===== config.mk =====
export PLATFORM = sky130hd
export DESIGN_NAME = regfile_scoreboard
export DESIGN_NICKNAME = d
export VERILOG_FILES = /design/src/rtl/regfile_scoreboard.sv
export SDC_FILE = /design/constraint.sdc
export NUM_CORES = 2
export LEC_CHECK = 0
export CAP_MARGIN = 20
export CORE_MARGIN = 5
export CORE_UTILIZATION = 40
export CTS_CLUSTER_DIAMETER = 120
export DETAILED_ROUTE_END_ITERATION = 10
export PLACE_DENSITY = 0.59
export SLEW_MARGIN = 25
export SYNTH_ARGS = -nofsm -noshare
export SYNTH_HDL_FRONTEND = slang
export SYNTH_SLANG_ARGS = --single-unit

===== constraint.sdc =====
create_clock -name clk -period 6.8 [get_ports clk]
set_clock_uncertainty 0.1 [all_clocks]
set_input_delay 2.04 -clock clk [delete_from_list [all_inputs] [get_ports clk]]
set_output_delay 2.04 -clock clk [all_outputs]
set_load 0.005 [all_outputs]

===== src/rtl/regfile_scoreboard.sv =====
// regfile_scoreboard: 32-entry register file with write-through bypass and RAW busy scoreboard
module regfile_scoreboard #(
  parameter int DATA_BITS = 32,
  parameter int NUM_REGS  = 32
) (
  input  logic                 clk,
  input  logic                 reset,
  input  logic [4:0]           rs1_addr,
  input  logic [4:0]           rs2_addr,
  input  logic                 rs1_used,
  input  logic                 rs2_used,
  output logic [DATA_BITS-1:0] rs1_data,
  output logic [DATA_BITS-1:0] rs2_data,
  input  logic                 wr_en,
  input  logic [4:0]           wr_addr,
  input  logic [DATA_BITS-1:0] wr_data,
  input  logic                 issue_valid,
  input  logic [4:0]           issue_rd,
  output logic                 stall,
  output logic [31:0]          busy_vec
);
  logic [DATA_BITS-1:0] regs [NUM_REGS];
  logic [31:0] busy, busy_set, busy_clr;
  logic byp1, byp2;
  always_comb begin
    byp1     = wr_en && wr_addr == rs1_addr;
    byp2     = wr_en && wr_addr == rs2_addr;
    rs1_data = rs1_addr == 5'd0 ? '0 : byp1 ? wr_data : regs[rs1_addr];
    rs2_data = rs2_addr == 5'd0 ? '0 : byp2 ? wr_data : regs[rs2_addr];
    busy_set = issue_valid ? 32'd1 << issue_rd : 32'd0;
    busy_clr = wr_en ? 32'd1 << wr_addr : 32'd0;
    stall    = (rs1_used && busy[rs1_addr] && !byp1) || (rs2_used && busy[rs2_addr] && !byp2);
    busy_vec = busy;
  end
  always_ff @(posedge clk) begin
    if (reset) begin
      for (int i = 0; i < NUM_REGS; i++) regs[i] <= '0;
      busy <= '0;
    end else begin
      if (wr_en && wr_addr != 5'd0) regs[wr_addr] <= wr_data;
      busy <= ((busy & ~busy_clr) | busy_set) & ~32'd1;
    end
  end
endmodule


# After elaboration in Yosys (flattened, before gate mapping)
# Memories as Yosys holds them, arrays and structs flattened.
# Index checks and enable logic that the tools add are counted.
# W data, S select, Z words.
[op_classes]
n_lt_le_gt_ge = 2
n_eq_ne = 2
n_shift = 2
muxes = 18
n_bitwise = 3
reduce_logical = 14
[op_table]
columns = ["cell", "count"]
rows = [
  ["$mux W32", 7],
  ["$shl A1 B5 Y32 const A", 2],
  ["$and A32 B32 Y32", 1],
  ["$not A32 Y32", 1],
  ["$or A32 B32 Y32", 1],
  ["$reduce_or A32 Y1", 1],
  ["$lt A5 B6 Y1 const B", 2],
  ["$bmux W1 S5", 2],
  ["$eq A5 B5 Y1", 2],
  ["$logic_not A5 Y1", 2],
  ["$mux W1", 8],
  ["$logic_and A1 B1 Y1", 7],
  ["$mux W5", 1],
  ["$reduce_bool A5 Y1", 1],
  ["$logic_not A1 Y1", 2],
  ["$logic_or A1 B1 Y1", 1],
]
[word_totals]
ff_bits = 32
mem_bits_rw = 1024
input_bits = 58
wordCells = 44
n_memories = 1
[mem_list]
columns = ["name", "depth", "width", "rd", "rd_ports_with_merged_regs", "wr", "line", "text"]
rows = [
  ["regs", 32, 32, 2, 0, 32, "22", "logic [DATA_BITS-1:0] regs [NUM_REGS];"],
]

# Depth between registers and ports, before layout
[logic_depth]
word_depth = 7
mapped_depth = 10

# Worst setup path after synthesis
# OpenSTA, ideal clock, no wires.
[synth_timing]
kind = "input -> register"
from = "in wr_addr[3]"
to = "mem regs[7][0], enable pin"
setup_ps = 466
arrival_ps = 5401
required_ps = 6234
slack_ps = 833
cell_stages = 6
n_path_buf = 3
path_cell_list = "clkbuf_1 > nand2b_1 > buf_2 > or3_1 > buf_2 > o21ai_0"
[synth_lines]
columns = ["element", "line", "text"]
rows = [
  ["from (decl)", "15", "input logic [4:0] wr_addr,"],
  ["to (decl)", "22", ""],
]

# Worst setup path after layout
[layout_timing]
from = "in rs1_addr[4]"
to = "out rs1_data[25]"
[layout_between]
elab_chain_len = 4
elab_cells_between_ends = 6
cone_classes = "eq/ne: 1; mux: 2; reduce/logical: 2; memory: 1"
[layout_lines]
columns = ["element", "line", "text"]
rows = [
  ["from (decl)", "8", "input logic [4:0] rs1_addr,"],
  ["parallel branches: the longest is 3 deep, another holds $mem_v2 Z32 W32", "--", ""],
  ["$mux W32 (*)", "28", "rs1_data = rs1_addr == 5'd0 ? '0 : byp1 ? wr_data : regs[rs1_addr];"],
  ["to (decl)", "12", "output logic [DATA_BITS-1:0] rs1_data,"],
]
# Every way passes the cells marked *.

==> flow_metrics.tcl <==
set metrics [dict create \
    grt_pass1_wl_mm 301 \
    antenna_left 0 \
    vias 38481 \
    synth_cell_types 63 \
    final_hold_viol_count 0 \
    cts.sinks 1055 \
    p_clk_share_pct 38.3 \
    yosys.area.top_type "edfxtp_1" \
    critical_path_depth 11 \
    antenna_found_initial 26 \
    io_pins 155 \
    power.density_nw_per_um2 242 \
    initial_core_util_pct 40.3 \
    worstPathArrival_ns 4.62 \
    chipHeight_um 386 \
    synthTopCellsByArea "edfxtp_1 (54%), mux4_2 (21%), and2_1 (11%), clkbuf_1 (1.8%), o22ai_1 (1.4%)" \
    synthFlopType "edfxtp_1" \
    placed_area_um2 62700 \
    num_rows 137 \
    p_int_mw 11.9 \
    drt_wl_total_mm 220 \
    crit_required_ns 4.66 \
    crit_path_max_incr_delay_ns 0.52 \
    r2r-start "busy_vec[21]" \
    drc 0 \
    reg2reg_to "busy_vec[21]" \
    htreeDepth 3 \
    coreArea_um2 140000 \
    path_delay_family "buffers and inverters" \
    hold_start "busy_vec[24]" \
    critPathLaunchType "input port" \
    fin_crit_ns 6.76 \
    dr.pass1.iters 5 \
    synthMuxAreaShare_pct 22.5 \
    cp-end-kind "output pin" \
    syn_area_um2 56400 \
    cp.buffers_inverters 6 \
    ir_worst_vdd_mv 0.218 \
    synth_top_family_by_area "multiplexers" \
    pwr-share-comb_pct 14.1 \
    grt_overflow 0 \
    async_flop_share_pct 0 \
    synth_edf_count 1024 \
    avgSynthCellArea_um2 14.8 \
    dp_hpwl_mm 136 \
    design_area_um2 66500 \
    insertion_delay_ns 0.73 \
    tightest_slew_ns 1.05 \
    drv_cap 0 \
    routabilityCongestion 0.896 \
    synth_common_cells "edfxtp_1 (1,024), and2_1 (995), mux4_2 (532), clkbuf_1 (265), o22ai_1 (128)" \
    rsz0062_at_grt "false" \
    postCtsHoldBufs 0 \
    crit_slowest_cell "clkdlybuf4s50_1" \
    endpoint "rs1_data[25]" \
    die-width_um 386 \
    path_cells "buf_2, buf_4, or2_0, nor4_4, buf_12, nor3_4, buf_12, buf_4, a32oi_1, nand2_1, clkdlybuf4s50_1" \
    yosys_warnings 0 \
    synth-adder-area-share_pct 0 \
    switching_share_pct 25.8 \
    clockBufferDepth 3 \
    cts.clk_slew.worst_paths_ns 0.06 \
    final_layout_size_suffix_gt1_share_pct 28.7 \
    path_max_fanout 23 \
    status "finished clean" \
    avgRoutedWirePerCell_um 36.6 \
    post-route-period-util_pct 99.4 \
    synth-seq-cells 1055 \
    numCtsBuffers 115 \
    drv_slew 0 \
    viasPerCell 6.39 \
    synth.yosys.seq_area_share_pct 55.6 \
    reg2reg_depth 2 \
    fin_nets 4096 \
    whs_ns 0.427 \
    setup.worst_path.class "in2out" \
    leakage_nw 22.6 \
    yosysMostFrequentCell "edfxtp_1" \
    cts_tree "yes" \
    rrSetupSlack_ns 5.79 \
    pwr-share-seq_pct 47.6 \
    drtIter0Drc 6338 \
    io_buffers 153 \
    synth_xor_xnor_area_share_pct 0.155 \
    root_buffer "clkbuf_16" \
    net-switching-power_mw 4.15 \
    yosys.area_share.simple_pct 13.8 \
    grt_max_degree 37 \
    slew_headroom_pct 30.2 \
    track_usage_pct 29.3 \
    setup_viol 0 \
    synth_compound_area_share_pct 4.55 \
    min_path_type "reg2reg" \
    crit_path_start "rs1_addr[4]" \
    synth_top_area_share_pct 54.5 \
    die_area_um2 149000 \
    syn_inst 3800 \
    max_freq_mhz 148 \
    syn_to_final_growth_pct 17.9 \
    grt_pass1_vias 37430 \
]
[layout make-up]
type                            instances  area (um2)
Fill cell                           12008       73400
Sequential cell                      1055       31400
Multi-Input combinational cell       2354       24000
Timing Repair Buffer                  502        5150
Clock buffer                          139        2970
Tap cell                             1876        2350
Clock inverter                         70         658
Inverter                               10        38.8
Antenna cell                           13        32.5
[worst register-to-register path, stage by stage (launching register included)]
cell,delay (ns)
dfxtp_1,0.44
o311ai_0,0.22
o21ai_0,0.17
[per-layer routing]
metal / part of all wire [%] / track usage (%) / up-vias
met3: 12 / 7.32 / 514
li1: - / - / 15105
met2: 46 / 45.5 / 2840
met5: 0.024 / 0 / -
met1: 38 / 39.8 / 20014
met4: 4.5 / 11.7 / 8
[cells in the final DEF (no fill, tap or decap), types with 8 or more instances in the layout]
cell	n
a21oi_1	28
a221oi_1	12
a22oi_1	39
and2_1	996
buf_12	72
buf_4	273
bufinv_16	9
clkbuf_1	24
clkbuf_16	117
clkdlybuf4s50_1	139
clkinv_1	28
clkinv_2	23
conb_1	33
dfxtp_1	31
diode_2	13
edfxtp_1	1024
inv_1	8
mux2_2	20
mux2i_1	46
mux4_2	532
nand2_1	102
nand3_1	11
nand3b_1	9
nor2_1	67
nor2_4	30
nor3_1	58
nor3_2	8
o211ai_1	24
o211ai_2	24
o21ai_0	44
o21ai_1	17
o21ai_4	30
o22ai_1	128
xnor2_1	10
[power by group through the flow]
stage	logic, mW	registers (mW)	clock network (mW)
floorplan	1.20	7.73	0
global placement	2.22	7.76	0
detailed placement	2.22	7.78	0
CTS	2.23	7.65	6.20
global route	2.33	7.69	6.49
finish	2.27	7.66	6.17
[worst min-delay path by stage]
stage                        end  slack, ns  cells after the start
floorplan           busy_vec[18]       0.39                      2
global placement    busy_vec[24]       0.41                      2
detailed placement  busy_vec[24]       0.41                      2
CTS                 busy_vec[24]       0.42                      2
global route        busy_vec[24]       0.43                      2
finish              busy_vec[24]       0.43                      2
[flip-flops by register name, indices dropped and copies added (netlist names)]
name and count:
regs 1024, busy_vec 31
[metrics by stage]
| stage | instances | power [mW] | setup slack, ns | TNS [ns] | util [%] |
|---|---|---|---|---|---|
| final | 6019 | 16.1 | 0.0377 | 0 | 47.6 |
| after CTS | 6003 | 16.1 | 0.0298 | 0 | 47.4 |
| after global routing | 6008 | 16.5 | 0.00104 | 0 | 47.5 |
| after floorplan | 3832 | 8.93 | 0.833 | 0 | - |
| after detailed placement | 5794 | 10.0 | -0.151 | -1.13 | 44.8 |
| after global placement | 5794 | 9.99 | -0.180 | -1.98 | 44.8 |
[cells by family (layout without fill, tap and decap cells)]
| family | after synthesis | after routing |
|---|---|---|
| DFF | 1055 | 1055 |
| muxes | 603 | 603 |
| other | 1 | 46 |
| buffers and inverters | 423 | 721 |
| and+or+nand+nor | 1329 | 1329 |
| AOI/OAI and AO/OA | 379 | 379 |
| xor gates and xnor gates | 10 | 10 |
[what timing repair did]
item,4_1_cts,5_1_grt
buffers inserted,0,1
pin swaps,0,1
gates cloned,0,2
gates resized for setup,10,13
setup endpoints to repair,35,16
Power figures use the tool's default switching activity.
